===== src/rtl/spi_sck_gen.sv =====
// Programmable SPI serial-clock generator: runtime divisor (odd ratios allowed),
// CPOL select, lead/trail strobes, fixed-length bursts or free-run.
module spi_sck_gen #(
  parameter int DIV_W = 8,
  parameter int LEN_W = 6
) (
  input  logic             clk_in,
  input  logic             rst,
  input  logic             en,
  input  logic             cpol,
  input  logic [DIV_W-1:0] div,
  input  logic [LEN_W-1:0] len,
  output logic             sck_out,
  output logic             lead_stb,
  output logic             trail_stb,
  output logic             done,
  output logic             busy
);

  typedef enum logic [1:0] {IDLE, RUN, STOP} state_t;

  state_t           state;
  logic [DIV_W-1:0] n_q;
  logic [DIV_W-1:0] cnt;
  logic [DIV_W-1:0] div_eff;
  logic [DIV_W-1:0] lead_pt;
  logic [DIV_W-1:0] last_pt;
  logic [LEN_W-1:0] len_q;
  logic [LEN_W-1:0] period_cnt;
  logic             cpol_q;

  // Idle phase is the ceiling half of the period, so odd N idles one cycle longer.
  always_comb begin
    div_eff = (div < DIV_W'(2)) ? DIV_W'(2) : div;
    lead_pt = n_q - (n_q >> 1) - DIV_W'(1);
    last_pt = n_q - DIV_W'(1);
  end

  always_ff @(posedge clk_in) begin
    if (!rst) begin
      state      <= IDLE;
      n_q        <= DIV_W'(2);
      cnt        <= '0;
      len_q      <= '0;
      period_cnt <= '0;
      cpol_q     <= 1'b0;
      sck_out    <= 1'b0;
      lead_stb   <= 1'b0;
      trail_stb  <= 1'b0;
      done       <= 1'b0;
      busy       <= 1'b0;
    end else begin
      lead_stb  <= 1'b0;
      trail_stb <= 1'b0;
      done      <= 1'b0;
      // Stays high through the cycle that shows the final trailing edge.
      busy      <= (state != IDLE) || en;
      case (state)
        IDLE: begin
          sck_out <= cpol;
          if (en) begin
            n_q        <= div_eff;
            cpol_q     <= cpol;
            len_q      <= len;
            cnt        <= '0;
            period_cnt <= '0;
            state      <= RUN;
          end
        end
        RUN, STOP: begin
          if (cnt == lead_pt) begin
            sck_out  <= ~cpol_q;
            lead_stb <= 1'b1;
          end
          if (cnt == last_pt) begin
            sck_out    <= cpol_q;
            trail_stb  <= 1'b1;
            cnt        <= '0;
            period_cnt <= period_cnt + LEN_W'(1);
            n_q        <= div_eff;
            if (state == STOP || !en) begin
              state <= IDLE;
            end else if (len_q != '0 && (period_cnt + LEN_W'(1)) == len_q) begin
              done  <= 1'b1;
              state <= IDLE;
            end
          end else begin
            cnt <= cnt + DIV_W'(1);
            if (state == RUN && !en) state <= STOP;
          end
        end
        default: state <= IDLE;
      endcase
    end
  end

endmodule

===== config.mk =====
export PLATFORM = sky130hd
export DESIGN_NAME = spi_sck_gen
export DESIGN_NICKNAME = d
export VERILOG_FILES = /design/src/rtl/spi_sck_gen.sv
export SDC_FILE = /design/constraint.sdc
export NUM_CORES = 1
export LEC_CHECK = 0
export BUFFER_PORTS_ARGS = -buffer_cell sky130_fd_sc_hd__buf_4
export CORE_UTILIZATION = 55
export CTS_CLUSTER_DIAMETER = 150
export DETAILED_ROUTE_END_ITERATION = 8
export MAX_ROUTING_LAYER = met4
export PLACE_DENSITY = 0.83
export SLEW_MARGIN = 20
export SYNTH_ARGS = -nofsm -noshare
export SYNTH_HDL_FRONTEND = slang
export SYNTH_SLANG_ARGS = --single-unit

===== constraint.sdc =====
create_clock -name clk_in -period 7.35 [get_ports clk_in]
set_clock_uncertainty 0.2 [all_clocks]
set_input_delay 1.47 -clock clk_in [delete_from_list [all_inputs] [get_ports clk_in]]
set_output_delay 1.47 -clock clk_in [all_outputs]
set_load 0.01 [all_outputs]

==> reports/results.tsv <==
metric	value	unit
n_diodes	0	
H-tree depth	2	
Setup crit start kind	flop	
fillcell total	383	
DIE AREA	0.00511	mm^2
via count	2381	
vias per cell	6.25	
I/O pin cnt	23	
clk buf depth	2	
Yosys cell types	61	
Final Hold Viols	0	
CTS resizes	0	
first-pass GRT wire length	10400	um
Seq/Total Area, Yosys	0.272	
Hold WC Path Type	reg2reg	
Sequential Area	721	um^2
Slew HR	0.406	
clock-pin slew on the worst setup and hold paths	80	ps
placed inst area	0.00281	mm^2
Chip Width	71.5	um
worst slack at placement	3950	ps
RSZ-0062 raised after global routing	no	
hpwl dp	4590	um
worst skew pair latency	290	ps
Post-Syn Area	0.00265	mm^2
Initial Utilization	0.589	
WL final	6240	um
Inst Count DP	373	
fin worst setup slack	4220	ps
row cnt	24	
Setup-failing EPs final	0	
Finished Layout Cells	381	
pwr dens	432	mW/mm^2
TritonCTS buffer count	5	
Multi-input gate area	0.00179	mm^2
Most used DFF post-synth	dfxtp_1	
maximum clock frequency	0.320	GHz
CTS tree	yes	
peak supply drop	0.000268	V
Final Wtd Congestion	0.882	
peak fanout along the critical path	4	
Synth top area share	0.272	
element type at the critical path end	flop	
wire per inst	16.4	um
Final Instance Area	0.00297	mm^2
Tmin final	3130	ps
Critical Path RT	7340	ps
largest net degree at the start of global routing	24	
syn_nets	354	
Post-DRT Antenna Nets	0	
setup repair bufs after CTS	0	
Die H	71.5	um
syn avg cell area	8.45	um^2
most frequent cells in the layout	36 x dfxtp_1, 27 x a21oi_1, 22 x buf_4	
Post-Syn Instances	314	
fraction of registers with async set/reset	0	
Setup TNS	0	ps
Clock Sinks	36	
root buffer cell	clkbuf_8	
layout cell share with drive strength beyond 1	0.146	
Slew Viols, Final	0	
critical path arrival	3120	ps
synthesis-to-finish area growth	11.8	%
kind of critical path	reg2reg	
Hold-fix buffers, CTS	0	
1st-iter DRT viols	140	
#FFs+latches synth	36	
max-cap viol count	0	
leading cell type in the layout, fill and taps excluded	dfxtp_1	
vias in the first global route	2283	
Final Cycle Share	0.426	
Synth Warn #	0	
first drt pass iteration count	5	
DRC	0	
Leakage	1.16	nW
CORE AREA	0.00450	mm^2
area leader, netlist	dfxtp_1	
initial antenna violation count	0	
worst-margin pin slew	869	ps
Congestion Overflow GR	0	
Synth area leaders	dfxtp_1 27%, ha_1 9.9%, a21oi_1 5.1%, xnor2_1 5.0%, xor2_1 4.3%	
status	complete, no violations	
GRT Util Overall	0.269	
port bufs	22	
number of synthesized flops with an enable pin	0	
nets	368	
[sequential cells by signal, summed over array words and instances, names as in the netlist, 2 cells and up]
name / flops
state: 2
cnt: 8
period_cnt: 6
n_q: 8
len_q: 6
[where the power goes]
| group | switching [mW] | total (mW) | leakage [nW] | internal [mW] |
|---|---|---|---|---|
| Clock | 0.0737 | 0.243 | 0.0784 | 0.170 |
| Sequential | 0.0487 | 0.280 | 0.294 | 0.232 |
| Combinational | 0.450 | 0.756 | 0.793 | 0.307 |
[worst max-delay path: stages (launching register included)]
cell       delay [ps]
dfxtp_1           390
inv_1             120
ha_1              220
fa_1              420
xnor2_1           200
xnor2_1           150
nand4b_1          110
a2111oi_0         700
a31oi_1           230
a2111oi_2         300
[stage by stage]
| step | total power [mW] | hold slack (ps) | utilization |
|---|---|---|---|
| 6_report | 1.28 | 283 | 0.659 |
| 4_1_cts | 1.27 | 282 | 0.659 |
| 2_1_floorplan | 0.874 | 255 | - |
| 3_3_place_gp | 0.996 | 266 | 0.623 |
| 5_1_grt | 1.37 | 319 | 0.659 |
| 3_5_place_dp | 1.02 | 272 | 0.623 |
[path summary, 6_finish.rpt]
kind / from / endpoint / slack (ps) / depth (start not counted)
max: n_q[1]$_SDFFE_PN1P_ / sck_out$_SDFFE_PN0P_ / 4220 / 9
min: len_q[1]$_SDFFE_PN0P_ / len_q[1]$_SDFFE_PN0P_ / 280 / 2
max reg2reg: n_q[1]$_SDFFE_PN1P_ / sck_out$_SDFFE_PN0P_ / 4220 / 9
min reg2reg: len_q[1]$_SDFFE_PN0P_ / len_q[1]$_SDFFE_PN0P_ / 280 / 2
[layout make-up]
| cell class | count | share of cell area |
|---|---|---|
| Multi-Input combinational cell | 244 | 0.602 |
| Clock buffer | 5 | 0.0232 |
| Tap cell | 52 | 0.0219 |
| Clock inverter | 3 | 0.0304 |
| Timing Repair Buffer | 22 | 0.0557 |
| Sequential cell | 36 | 0.243 |
| Inverter | 19 | 0.0240 |
[logic make-up (layout without fill, tap and decap cells)]
group / count (synthesis) / count (layout) / synth area share
AO/OA/AOI/OAI: 81 / 81 / 0.206
multiplexers: 3 / 3 / 0.0113
flip-flops: 36 / 36 / 0.272
adder cells (fa/ha/maj): 22 / 22 / 0.107
AND/OR/NAND/NOR: 108 / 108 / 0.242
buffers and inverters: 34 / 49 / 0.0556
XOR/XNOR: 30 / 30 / 0.107
[synthesized netlist by cell type, drive strengths merged, types with 2 or more instances]
cell type  number
dfxtp          36
a21oi          28
ha             21
nand3          21
nand2          20
inv            19
o21ai          17
xnor2          15
xor2           14
nor2           13
a31oi          10
buf             8
clkbuf          7
nor2b           7
nor3            6
or4             5
and3            4
nand2b          4
nor3b           4
nor4            4
o31ai           4
or3             4
mux2i           3
nand3b          3
nand4           3
o211ai          3
o21a            3
a2111oi         2
a211oi          2
and2b           2
nand4b          2
o41ai           2
or3b            2
[metal layers]
metal / global-route usage / vias up / part of all wire
li1: - / 1159 / -
met3: 0.0605 / 21 / 0.076
met4: 0.102 / 0 / 0.021
met2: 0.424 / 96 / 0.46
met5: - / - / 0
met1: 0.339 / 1105 / 0.44
Power figures use the tool's default switching activity.
